$ cat config.mk
export PLATFORM = sky130hd
export DESIGN_NAME = serial_deshifter16
export DESIGN_NICKNAME = d
export VERILOG_FILES = /design/src/rtl/serial_deshifter16.sv
export SDC_FILE = /design/constraint.sdc
export NUM_CORES = 1
export LEC_CHECK = 0
export CELL_PAD_IN_SITES_DETAIL_PLACEMENT = 1
export CELL_PAD_IN_SITES_GLOBAL_PLACEMENT = 1
export CORE_ASPECT_RATIO = 1.75
export CORE_UTILIZATION = 35
export CTS_CLUSTER_DIAMETER = 120
export DETAILED_ROUTE_END_ITERATION = 16
export MAX_ROUTING_LAYER = met4
export PLACE_DENSITY = 0.79
export RECOVER_POWER = 50
export REMOVE_ABC_BUFFERS = 1
export SLEW_MARGIN = 10
export SYNTH_ARGS = -nofsm -noshare
export SYNTH_HDL_FRONTEND = slang
export SYNTH_SLANG_ARGS = --single-unit
$ cat constraint.sdc
create_clock -name clk -period 1.7 [get_ports clk]
set_input_delay 0.34 -clock clk [delete_from_list [all_inputs] [get_ports clk]]
set_output_delay 0.34 -clock clk [all_outputs]
set_load 0.01 [all_outputs]
$ cat src/rtl/serial_deshifter16.sv
// serial_deshifter16: rebuilds a WIDTH-bit word from a serial bit stream
// (MSB- or LSB-first, chosen per frame) and presents it on a valid/ready
// output register. Bits that arrive while a finished word waits for the
// output slot are dropped and flagged in a sticky overrun bit.
module serial_deshifter16 #(
    parameter int WIDTH = 16
) (
    input  logic             clk,
    input  logic             reset_n,   // active-high asynchronous reset
    input  logic             sin,
    input  logic             sin_valid,
    input  logic             sof,
    input  logic             dir,
    input  logic             clr_err,
    output logic [WIDTH-1:0] data_out,
    output logic             out_valid,
    input  logic             out_ready,
    output logic             busy,
    output logic             overrun
);
    localparam int CW = $clog2(WIDTH);

    typedef enum logic [1:0] {IDLE, SHIFT, HOLD} state_t;

    state_t           state, state_nxt;
    logic [WIDTH-1:0] sr, sr_nxt, sr_base, sr_shift, load_word;
    logic [CW-1:0]    cnt, cnt_nxt;
    logic             dir_l, dir_nxt, dir_eff;
    logic             slot_free, start, load, ovr_set;

    // Shared datapath: a start-of-frame shifts into a cleared register with the
    // freshly sampled direction so leftovers of an aborted frame never leak.
    always_comb begin
        slot_free = !out_valid || out_ready;
        start     = sin_valid && sof && (state != HOLD);
        dir_eff   = start ? dir : dir_l;
        sr_base   = start ? '0 : sr;
        sr_shift  = dir_eff ? {sin, sr_base[WIDTH-1:1]} : {sr_base[WIDTH-2:0], sin};
        // In HOLD the finished word sits in sr; otherwise it includes this bit.
        load_word = (state == HOLD) ? sr : sr_shift;
    end

    // Next-state logic: frame start/abort, bit accumulation, completion and hold.
    always_comb begin
        state_nxt = state;
        sr_nxt    = sr;
        cnt_nxt   = cnt;
        dir_nxt   = dir_l;
        load      = 1'b0;
        ovr_set   = 1'b0;
        case (state)
            IDLE, SHIFT: begin
                if (start) begin
                    dir_nxt   = dir;
                    sr_nxt    = sr_shift;
                    cnt_nxt   = CW'(1);
                    state_nxt = SHIFT;
                end else if (sin_valid && state == SHIFT) begin
                    sr_nxt = sr_shift;
                    if (cnt == CW'(WIDTH - 1)) begin
                        cnt_nxt = '0;
                        if (slot_free) begin
                            load      = 1'b1;
                            state_nxt = IDLE;
                        end else begin
                            state_nxt = HOLD;
                        end
                    end else begin
                        cnt_nxt = cnt + CW'(1);
                    end
                end
            end
            HOLD: begin
                // No room for bits here, even on the cycle the word leaves.
                ovr_set = sin_valid;
                if (slot_free) begin
                    load      = 1'b1;
                    state_nxt = IDLE;
                end
            end
            default: state_nxt = IDLE;
        endcase
    end

    // State register.
    always_ff @(posedge clk or posedge reset_n) begin
        if (reset_n) state <= IDLE;
        else         state <= state_nxt;
    end

    // Shift register, bit counter and latched direction.
    always_ff @(posedge clk or posedge reset_n) begin
        if (reset_n) begin
            sr    <= '0;
            cnt   <= '0;
            dir_l <= 1'b0;
        end else begin
            sr    <= sr_nxt;
            cnt   <= cnt_nxt;
            dir_l <= dir_nxt;
        end
    end

    // Output register: a load at the same edge as a consume keeps out_valid high.
    always_ff @(posedge clk or posedge reset_n) begin
        if (reset_n) begin
            data_out  <= '0;
            out_valid <= 1'b0;
        end else if (load) begin
            data_out  <= load_word;
            out_valid <= 1'b1;
        end else if (out_ready) begin
            out_valid <= 1'b0;
        end
    end

    // Sticky overrun; a new drop wins over a same-edge clear.
    always_ff @(posedge clk or posedge reset_n) begin
        if (reset_n)      overrun <= 1'b0;
        else if (ovr_set) overrun <= 1'b1;
        else if (clr_err) overrun <= 1'b0;
    end

    assign busy = (state != IDLE);

endmodule

Word-level counts from Yosys, hierarchy flattened

Index checks and enable logic that the tools add are counted.

Flip-flop bits (word level): 41
Input bits: 8
Output and inout bits: 19
Logic and storage cells: 53

Add/sub/neg operators: 1
Equality and inequality tests: 7
Multiplexer cells: 25
Reduce and logical (&&, ||, !) cells: 13

Operators by type and width:

| kind                  | count |
|---|---|
| $mux W16              | 5 |
| $mux W4               | 3 |
| $mux W1               | 10 |
| $mux W2               | 5 |
| $reduce_bool A2 Y1    | 4 |
| $ne A3 B3 Y1 const B  | 2 |
| $add A4 B1 Y4 const B | 1 |
| $eq A4 B4 Y1 const B  | 1 |
| $ne A2 B2 Y1 const B  | 2 |
| $pmux W2 S2           | 1 |
| $logic_and A1 B1 Y1   | 3 |
| $reduce_and A3 Y1     | 1 |
| $eq A2 B1 Y1 const B  | 1 |
| $eq A2 B2 Y1 const B  | 1 |
| $logic_not A2 Y1      | 1 |
| $pmux W1 S2           | 1 |
| $reduce_and A2 Y1     | 1 |
| $reduce_or A2 Y1      | 1 |
| $logic_not A1 Y1      | 1 |
| $logic_or A1 B1 Y1    | 1 |

Logic depth before layout (Yosys ltp)

Gate-level depths: netlist of run 1.

Depth in word-level cells: 8
Gate-level depth with buffers: 7

Worst setup path before layout of run 1

OpenSTA, ideal clock, no wires.

Path kind: reg2reg
Start: register cnt[0]
End: register data_out[13]
Arrival time: 1.686 ns
Required time: 1.575 ns
Slack: -0.111 ns
Stages on the path, launching flop included: 8
Period minus slack after synthesis: 1.811 ns
Path through: dfrtp_1 > ha_1 > and3_2 > a21oi_4 > nand2b_4 > buf_6 > buf_12 > mux2_4

Longest elaborated chain between the ends: 5

RTL lines:

| what                     | line | source |
|---|---|---|
| start: declaration       | 27   | `logic [CW-1:0] cnt, cnt_nxt;` |
| start signal: assignment | 99   | `cnt <= cnt_nxt;` |
| $eq A4 B4 Y1             | 60   | `if (cnt == CW'(WIDTH - 1)) begin` |
| $mux W1                  | 60   |  |
| $mux W1                  | 58   | `end else if (sin_valid && state == SHIFT) begin` |
| $mux W1                  | 53   | `if (start) begin` |
| $pmux W1 S2              | 51   | `case (state)` |
| end signal: assignment   | 110  | `data_out <= load_word;` |
| end: declaration         | 15   | `output logic [WIDTH-1:0] data_out,` |

Every way passes these cells.
A chain may end at the register's enable or synchronous reset.

Worst setup path in the final report of run 1

Start: register cnt[1]
End: register data_out[7]

Same word-level chain as after synthesis.

==> results by group, run 1 <==
Layout
  • Area of the multi-input gates: 1010 um2
  • Final Non-Filler Cells: 330
  • Fin area: 2730 um2
  • Fill count: 634
  • Synth-to-Final Area Change: 31.7%
  • Sequential Area: 1030 um2
  • Layout cells sized above 1: 0.252
  • Final Core Density: 0.485
  • Fin nets: 262
  • N_diodes: 0

Floorplan
  • # IOs: 27
  • Die area: 6240 um2
  • Die height: 104 um
  • Die width: 60.2 um
  • # rows: 36
  • Initial Util: 0.368
  • Core Area: 5630 um2

Outcome
  • Status: finished, final reports clean

Clocking
  • CTS Buf Count: 5
  • Clk buf depth: 2
  • Htree depth: 2
  • Reg clk slew, reported paths: 0.09 ns
  • Clk sinks: 41
  • Post-CTS Hold Fix Bufs: 0
  • Clk Latency, worst-skew pair: 0.31 ns
  • Clock root cell: clkbuf_8
  • CTS tree: yes

STA
  • Unrepaired setup endpoints after global routing: yes
  • Final setup fails: 0
  • Fmax: 604 MHz
  • Rel. slew slack: 0.307
  • Fin Clk Skew: 0.00836 ns
  • Final hold viol count: 0
  • Measured slew at the worst slew-check pin: 1.04 ns
  • Minimum clock period: 1.65 ns
  • Slew Limit Fails: 0
  • Tcrit/Tclk final: 0.973

Power and ir drop
  • LEAKAGE: 1.27 nW
  • Peak VDD IR: 0.550 mV
  • Pwr/cell area: 777 nW/um2

Synthesis
  • Async set-or-reset flop fraction in the synthesized netlist: 1.00
  • Syn Inst Count: 202
  • Yosys reg bits: 41
  • Count leader, synth: dfrtp_1
  • Mapped Area: 2070 um2
  • Synth area leaders: dfrtp_1, o21ai_0, mux2i_1, nand2_1, mux2_4
  • Post-synth top area cell: dfrtp_1
  • Synth Area per Inst: 10.3 um2
  • Post-synth EDFFs: 0
  • Count of cell types in the netlist: 32
  • Most used flip-flop cell after synthesis: dfrtp_1
  • Sequential fraction of the synthesis area: 0.495
  • Top-area cell type share of the netlist area: 0.495
  • Synth top cells by count: dfrtp_1, nand2_1, o21ai_0
  • Yosys Warn Count: 0

Route
  • DRT antenna net count: 0
  • Pre-antenna DRT Iters: 4
  • Drt wl/cell: 15.8 um
  • Drt via density: 5.00
  • # DRC: 0
  • Vias: 1,650
  • WL final: 5230 um
  • DR iter-0 viols: 47

GRT
  • All-Layer GR Usage: 0.195
  • Largest net degree at the start of global routing: 42
  • Initial antenna violation count: 0
  • GRT overflow: 0
  • Vias in the first global route: 1,826
  • First-pass GRT wire length: 8840 um

Placement
  • Port bufs: 26
  • Placed inst area: 2560 um2
  • Placed cells: 316
  • HPWL Detailed: 3440 um
  • RePlAce Congestion: 0.863

Setup path
  • CP required: 1.90 ns
  • CP max stage delay: 0.39 ns
  • Crit-path cells: ha_2 > and3_4 > a21oi_4 > nand2b_4 > mux2_4
  • Critical path class: register to register
  • Critical path endpoint category: register
  • Crit Path Max Fanout: 8
  • Crit path arrival time: 1.85 ns
  • Crit start category: register
  • Max stage delay cell, worst path: dfrtp_1

Hold path
  • Hold crit path type: register to register

Run
  • Max-cap violations: 0
==> kinds of logic after synthesis <==
logic type / count (synthesis) / share of synthesized area
AOI/OAI and AO/OA: 55 / 0.153
adders and majority gates: 1 / 0.00604
buffers and inverters: 16 / 0.0423
DFF: 41 / 0.495
muxes: 31 / 0.173
and+or+nand+nor: 58 / 0.130
==> flip-flops by register name, indices dropped and copies added, names as in the netlist <==
signal and flops:
cnt 4, state 2, data_out 16, sr 16, overrun 1, out_valid 1, dir_l 1
==> worst paths after layout <==
kind / startpoint / to / slack, ns / depth (start not counted)
worst max-delay path: cnt[1] / data_out[7] / 0.05 / 5
worst min-delay path: cnt[3] / cnt[3] / 0.49 / 1
worst max register to register: cnt[1] / data_out[7] / 0.05 / 5
worst min register to register: cnt[3] / cnt[3] / 0.49 / 1
max in group asynchronous: reset_n / state[0] / 0.34 / 3
min in group asynchronous: reset_n / data_out[4] / 0.65 / 3
==> worst max-delay path: cells and delay by family, from the launching register on <==
family | cells | cell delay (ns)
compound gates | 1 | 0.17
fa+ha+maj | 1 | 0.20
flops | 1 | 0.39
mux | 1 | 0.32
simple gates | 2 | 0.45
==> per-layer routing <==
metal  vias to the layer above  global-route usage  wire [um]
met5                         -                   -          0
met2                        20               0.316       2830
li1                        802                   -          -
met3                         8              0.0424        105
met4                         0              0.0797        134
met1                       820               0.225       2150
==> cells in the final DEF, fill, tap and decap left out, types with 2 or more instances in the layout <==
cell             synthesis  final
a21oi_1                  7      7
a22o_1                   2      2
a31oi_1                  3      3
buf_4                    0     25
buf_6                    1      2
clkbuf_8                 0      5
clkdlybuf4s50_1          0     25
clkinv_2                 0      2
dfrtp_1                 41     40
inv_1                    4      4
mux2_4                   8     14
mux2i_1                 16     16
nand2_1                 38     38
nand2b_4                 1      2
nand3_1                  3      3
nor2_1                   6      6
o21a_1                   2      2
o21ai_0                 35     34
o31ai_1                  2      2
or2_2                    2      2
==> power by group <==
part	switching [mW]	total [mW]	leakage, nW	internal, mW
registers	0.0729	1.12	0.552	1.04
logic	0.177	0.350	0.676	0.172
clock network	0.373	0.657	0.0439	0.284
total	0.623	2.12	1.27	1.50
==> timing repair <==
item	in CTS	in global routing
buffers inserted	2	3
gates cloned	1	0
setup endpoints to repair	16	17
gates resized for setup	6	10
pin swaps	1	2
==> per-stage QoR <==
step                      power (mW)  worst slack, ns  TNS, ns  hold slack [ns]
final                           2.12           0.0456        0            0.487
after global routing            2.24         -0.00759  -0.0301            0.504
after detailed placement        1.48           -0.367    -8.90            0.473
after global placement          1.46           -0.318    -8.27            0.453
after floorplan                 1.31           -0.228    -5.62            0.436
after CTS                       2.16          0.00749        0            0.382
==> final cells by class <==
type / instances / share of cell area
Multi-Input combinational cell: 146 / 0.370
Sequential cell: 41 / 0.376
Timing Repair Buffer: 55 / 0.181
Inverter: 4 / 0.00550
Clock buffer: 5 / 0.0252
Tap cell: 76 / 0.0348
Clock inverter: 3 / 0.00642
Power figures use the tool's default switching activity.
==> inputs of run 2 (changes only) <==
--- a/config.mk
+++ b/config.mk
@@ -12,7 +12,7 @@
 export CTS_CLUSTER_DIAMETER = 120
 export DETAILED_ROUTE_END_ITERATION = 16
 export MAX_ROUTING_LAYER = met4
-export PLACE_DENSITY = 0.79
+export PLACE_DENSITY_LB_ADDON = 0.1
 export RECOVER_POWER = 50
 export REMOVE_ABC_BUFFERS = 1
 export SLEW_MARGIN = 10
==> constraint.sdc (replaced) <==
create_clock -name clk -period 1.3 [get_ports clk]
set_input_delay 0.26 -clock clk [delete_from_list [all_inputs] [get_ports clk]]
set_output_delay 0.26 -clock clk [all_outputs]
set_load 0.01 [all_outputs]
==> results by group, run 2 (same netlist as run 1, synthesis figures left out) <==
Outcome
  • Status: finished, violations left
  • Failing checks: setup timing

GRT
  • GRT overflow: 0 (unchanged)
  • First-pass GRT wire length: 10,100 um (+14%)
  • Vias in the first global route: 1,998 (+9.4%)
  • All-Layer GR Usage: 0.224 (+0.0288)
  • Initial antenna violation count: 0 (unchanged)
  • Largest net degree at the start of global routing: 42 (unchanged)

Layout
  • Largest regs: data_out: 16 flops, sr: 16 flops, cnt: 4 flops
  • Most frequent cells in the layout: dfrtp_1, buf_4, nand2_1
  • Fill count: 594 (-6.3%)
  • Final Core Density: 0.598 (+0.114)
  • Fin nets: 287 (+9.5%)
  • Synth-to-Final Area Change: 62.6%
  • Layout cells sized above 1: 0.480 (+0.228)
  • N_diodes: 0 (unchanged)
  • Final Non-Filler Cells: 355 (+7.6%)
  • Commonest non-fill, non-tap cell in the layout: dfrtp_1

Setup path
  • Crit Path Max Fanout: 7 (-1)
  • Worst path bufs/invs: 1 (+1)
  • End of the worst register-to-register path: data_out[5]
  • Crit path arrival time: 1.89 ns (+0.04 ns)
  • WP depth: 6 (+1)
  • Max stage delay cell, worst path: dfrtp_1
  • Register-to-register setup slack: -0.41 ns (-0.45 ns)
  • Critical path class: register to register
  • Crit-path cells: ha_2 > and3_4 > a21oi_4 > nand2b_4 > buf_12 > mux2_4
  • Crit start category: register
  • CP required: 1.49 ns (-0.41 ns)
  • Worst reg-to-reg path cell count: 6 (+1)
  • Critical path endpoint category: register
  • CP max stage delay: 0.41 ns (+0.02 ns)
  • CP delay by family, top: flip-flops
  • Reg-to-Reg Start: cnt[0]
  • Crit. Startpoint: cnt[0]
  • Worst setup endpoint: data_out[5]

Placement
  • HPWL Detailed: 3930 um (+14%)
  • Placed cells: 323 (+2.2%)
  • RePlAce Congestion: 0.743 (-14%)
  • Port bufs: 26 (unchanged)

Floorplan
  • # IOs: 27 (unchanged)
  • # rows: 36 (unchanged)
  • Core Area: 5630 um2 (unchanged)
  • Die width: 60.2 um (unchanged)
  • Die height: 104 um (unchanged)
  • Die area: 6240 um2 (unchanged)
  • Initial Util: 0.368 (unchanged)

Clocking
  • Clk Latency, worst-skew pair: 0.30 ns (about the same)
  • Clock root cell: clkbuf_8
  • Clk sinks: 41 (unchanged)
  • Reg clk slew, reported paths: 0.08 ns (about the same)
  • CTS tree: yes
  • CTS Buf Count: 5 (unchanged)
  • Htree depth: 2 (unchanged)
  • Post-CTS Hold Fix Bufs: 0 (unchanged)
  • Clk buf depth: 2 (unchanged)

STA
  • Unrepaired setup endpoints after global routing: yes
  • Final hold viol count: 0 (unchanged)
  • Setup_tns: -10.95 ns (-10.95 ns)
  • Fin Clk Skew: 0.00647 ns (-0.00189 ns)
  • Fmax: 586 MHz (-3.0%)
  • Tcrit/Tclk final: 1.31 (+0.338)
  • Measured slew at the worst slew-check pin: 0.592 ns (-0.448 ns)
  • Final setup fails: 42 (+42)
  • Minimum clock period: 1.71 ns (+0.0506 ns)
  • Rel. slew slack: 0.605 (+0.298)
  • Setup ws final: -0.405 ns (-0.451 ns)
  • Slew Limit Fails: 0 (unchanged)

Power and ir drop
  • Pwr/cell area: 942 nW/um2 (+21%)
  • LEAKAGE: 1.68 nW (+32%)
  • Peak VDD IR: 0.829 mV (+51%)

Route
  • Drt via density: 5.17 (+3.4%)
  • DRT antenna net count: 0 (unchanged)
  • DR iter-0 viols: 45 (-4.3%)
  • Drt wl/cell: 20.4 um (+29%)
  • Vias: 1,836 (+11%)
  • Pre-antenna DRT Iters: 4 (unchanged)
  • # DRC: 0 (unchanged)
  • WL final: 7250 um (+39%)

Run
  • Max-cap violations: 0 (unchanged)

Hold path
  • Hold crit path type: input port to register
  • Hold Crit Start: sin_valid
[run 2: cell count changes in the layout (fill, tap and decap cells not counted), moves of 13 or more]
cell	before	now
clkdlybuf4s50_1	25	5
o21ai_2	0	14
o21ai_0	34	18
nand2_1	38	25
buf_6	2	21
dlygate4sd2_1	1	18
[run 2: metal layers]
| metal | vias to the layer above | track usage | part of all wire |
|---|---|---|---|
| li1 | 855 | - | - |
| met1 | 927 | 0.249 | 0.37 |
| met2 | 34 | 0.378 | 0.57 |
| met3 | 20 | 0.0325 | 0.019 |
| met4 | 0 | 0.101 | 0.033 |
| met5 | - | - | 0 |
[run 2: worst min-delay path, stage by stage]
cell	delay, ns
dlygate4sd2_1	0.25
buf_6	0.14
nand2_2	0.06
o21ai_2	0.05
[run 2: timing repair]
action | CTS | global route
buffers inserted | 11 | 12
setup endpoints to repair | 56 | 43
resized for setup | 91 | 52
gates cloned | 2 | 3
pin swaps | 20 | 15
[run 2: layout make-up]
cell class / instances / area (um2) / share of cell area
inverter: 4 / 15.0 / 0.00446
timing repair buffer: 81 / 840 / 0.249
tap: 76 / 95.1 / 0.0282
sequential: 41 / 1030 / 0.305
multi-input combinational: 145 / 1290 / 0.383
clock inverter: 1 / 5.00 / 0.00149
clock buffer: 7 / 96.3 / 0.0286
[run 2: per-stage QoR]
stage	power [mW]	instance area [um2]	setup WS (ns)	hold slack, ns
2_1_floorplan	1.72	2000	-0.628	0.356
3_3_place_gp	1.97	2630	-0.624	0.482
3_5_place_dp	2.00	2630	-0.676	0.492
4_1_cts	3.02	3030	-0.361	0.334
5_1_grt	3.30	3370	-0.452	0.489
6_report	3.17	3370	-0.405	0.480
[run 2: report_power, final]
part	internal [mW]	total [mW]	switching, mW
sequential	1.36	1.47	0.112
combinational	0.361	0.745	0.385
clock	0.481	0.954	0.473
[run 2: worst min-delay path by stage]
| stage | endpoint | slack (ns) | depth (start not counted) |
|---|---|---|---|
| 4_1_cts | data_out[2] | 0.33 | 3 |
| 3_3_place_gp | data_out[0] | 0.48 | 1 |
| 6_report | overrun | 0.48 | 4 |
| 5_1_grt | overrun | 0.49 | 4 |
| 3_5_place_dp | data_out[0] | 0.49 | 1 |
| 2_1_floorplan | overrun | 0.36 | 1 |
==> inputs of run 3 (changes only) <==
--- a/config.mk
+++ b/config.mk
@@ -11,11 +11,13 @@
 export CORE_UTILIZATION = 35
 export CTS_CLUSTER_DIAMETER = 120
 export DETAILED_ROUTE_END_ITERATION = 16
+export GPL_TIMING_DRIVEN = 0
 export MAX_ROUTING_LAYER = met4
 export PLACE_DENSITY_LB_ADDON = 0.1
 export RECOVER_POWER = 50
 export REMOVE_ABC_BUFFERS = 1
-export SLEW_MARGIN = 10
+export SLEW_MARGIN = 20
 export SYNTH_ARGS = -nofsm -noshare
 export SYNTH_HDL_FRONTEND = slang
 export SYNTH_SLANG_ARGS = --single-unit
+export TNS_END_PERCENT = 100
==> results by group, run 3 (same netlist as run 1, synthesis figures left out) <==
Outcome
  • Status: finished, violations left
  • Failing checks: setup timing

Setup path
  • Critical path endpoint category: register
  • Crit-path cells: buf_6 > and4bb_4 > a21oi_4 > nand2b_4 > mux2_4
  • Crit Path Max Fanout: 8 (+1)
  • Critical path class: register to register
  • Worst reg-to-reg path cell count: 5 (-1)
  • CP required: 1.47 ns (-0.02 ns)
  • Crit start category: register
  • CP max stage delay: 0.45 ns (+0.04 ns)
  • Crit path arrival time: 1.88 ns (about the same)
  • Max stage delay cell, worst path: dfrtp_2

GRT
  • GRT overflow: 0 (unchanged)
  • Vias in the first global route: 2,048 (+2.5%)
  • Largest net degree at the start of global routing: 22 (-48%)
  • All-Layer GR Usage: 0.227 (+0.00324)
  • First-pass GRT wire length: 10,300 um (+1.8%)
  • Initial antenna violation count: 0 (unchanged)

Power and ir drop
  • Tot Pwr: 3.02 mW (-4.9%)
  • Net Sw Power: 879 uW (-9.3%)
  • Clk network pwr share: 0.307 (+0.006)
  • Seq pwr share: 0.501 (+0.036)
  • Peak VDD IR: 0.979 mV (+18%)
  • Sw frac: 0.291 (-0.0142)
  • LEAKAGE: 1.48 nW (-12%)
  • P_int: 2.14 mW (-3.0%)
  • Pwr/cell area: 993 nW/um2 (+5.4%)
  • Combinational group share of total power: 0.192 (-0.043)

Route
  • WL final: 6310 um (-13%)
  • Vias: 1,755 (-4.4%)
  • Pre-antenna DRT Iters: 4 (unchanged)
  • DR iter-0 viols: 57 (+27%)
  • Drt via density: 5.29 (+2.2%)
  • Drt wl/cell: 19.0 um (-7.0%)
  • DRT antenna net count: 0 (unchanged)
  • # DRC: 0 (unchanged)

STA
  • WHS: 0.455 ns (-0.0251 ns)
  • Setup ws final: -0.402 ns (+0.00318 ns)
  • Rel. slew slack: 0.379 (-0.226)
  • Measured slew at the worst slew-check pin: 0.930 ns (+0.338 ns)
  • Fin Clk Skew: 0.00719 ns (+0.000722 ns)
  • Final setup fails: 38 (-9.5%)
  • Minimum clock period: 1.70 ns (-0.00318 ns)
  • Unrepaired setup endpoints after global routing: yes
  • Final hold viol count: 0 (unchanged)
  • Tcrit/Tclk final: 1.31 (-0.00244)
  • Slew Limit Fails: 0 (unchanged)
  • Setup_tns: -8.40 ns (+2.55 ns)
  • Fmax: 588 MHz (+0.19%)

Layout
  • N_diodes: 0 (unchanged)
  • Commonest non-fill, non-tap cell in the layout: dfrtp_1
  • Fill count: 600 (+1.0%)
  • Fin area: 3040 um2 (-9.8%)
  • Synth-to-Final Area Change: 46.6%
  • Largest regs: data_out: 16 flops, sr: 16 flops, cnt: 4 flops
  • Layout cells sized above 1: 0.402 (-0.0779)
  • Final Non-Filler Cells: 332 (-6.5%)
  • Fin nets: 264 (-8.0%)
  • Final Core Density: 0.540 (-0.0587)
  • Most frequent cells in the layout: dfrtp_1, nand2_1, dlygate4sd2_1

Clocking
  • Htree depth: 2 (unchanged)
  • Clk sinks: 41 (unchanged)
  • CTS Buf Count: 5 (unchanged)
  • CTS tree: yes
  • Clock root cell: clkbuf_8
  • Reg clk slew, reported paths: 0.08 ns (about the same)
  • Clk buf depth: 2 (unchanged)
  • Clk Latency, worst-skew pair: 0.29 ns (about the same)

Floorplan
  • # IOs: 27 (unchanged)
  • # rows: 36 (unchanged)
  • Die width: 60.2 um (unchanged)
  • Core Area: 5630 um2 (unchanged)
  • Initial Util: 0.368 (unchanged)
  • Die area: 6240 um2 (unchanged)
  • Die height: 104 um (unchanged)

Placement
  • HPWL Detailed: 3620 um (-7.9%)
  • Placed inst area: 2420 um2 (-7.9%)
  • RePlAce Congestion: 0.771 (+3.8%)
  • Port bufs: 26 (unchanged)
  • Placed cells: 295 (-8.7%)
  • Pre-CTS setup slack: -0.877 ns (-0.201 ns)

Hold path
  • Hold crit path type: input port to register
  • Worst hold path depth: 3 (-1)

Run
  • Max-cap violations: 0 (unchanged)
[run 3: cell types whose count changed in the layout (fill, tap and decap cells not counted), moves of 4 or more]
cell,before,now
nand2_2,4,8
nand2_4,9,4
buf_4,26,15
o21ai_2,14,10
o21ai_1,1,5
buf_6,21,10
[run 3: cell type report]
type	instances	area (um2)	area share
Clock buffer	7	96.3	0.0317
Timing Repair Buffer	56	576	0.189
Tap cell	76	95.1	0.0313
Inverter	4	15.0	0.00494
Sequential cell	41	1030	0.339
Multi-Input combinational cell	147	1220	0.402
Clock inverter	1	5.00	0.00165
[run 3: repair_timing]
| action | in CTS | in global routing |
|---|---|---|
| resized for setup | 90 | 28 |
| hold endpoints to repair | 0 | 0 |
| gates cloned | 5 | 0 |
| hold buffers | 0 | 0 |
| buffers inserted | 18 | 10 |
| endpoints found under the setup margin | 58 | 41 |
| pin swaps | 10 | 15 |
[run 3: path summary, 6_finish.rpt]
kind / start / endpoint / slack, ns
setup / recovery: state[0] / data_out[12] / -0.40
hold / removal: sin_valid / overrun / 0.45
setup reg to reg: state[0] / data_out[12] / -0.40
hold reg to reg: cnt[3] / cnt[3] / 0.50
max in group asynchronous: reset_n / dir_l / 0.02
min in group asynchronous: reset_n / cnt[2] / 0.61
[run 3: metal layers]
metal	track usage	share of wire
met1	0.245	0.39
met2	0.392	0.57
met3	0.0350	0.017
met4	0.0963	0.027
met5	-	0
[run 3: power groups by stage]
stage	clock network, mW	registers (mW)	logic, mW
finish	0.927	1.51	0.579
detailed placement	0	1.52	0.360
global placement	0	1.51	0.322
CTS	0.962	1.50	0.498
global route	0.998	1.53	0.634
floorplan	0	1.48	0.236
[run 3: worst max-delay path: cells and delay by family, from the launching register on]
family,cells,cell delay [ns]
buffers and inverters,1,0.13
AO/OA/AOI/OAI,1,0.18
AND/OR/NAND/NOR,2,0.49
flip-flops,1,0.45
multiplexers,1,0.32
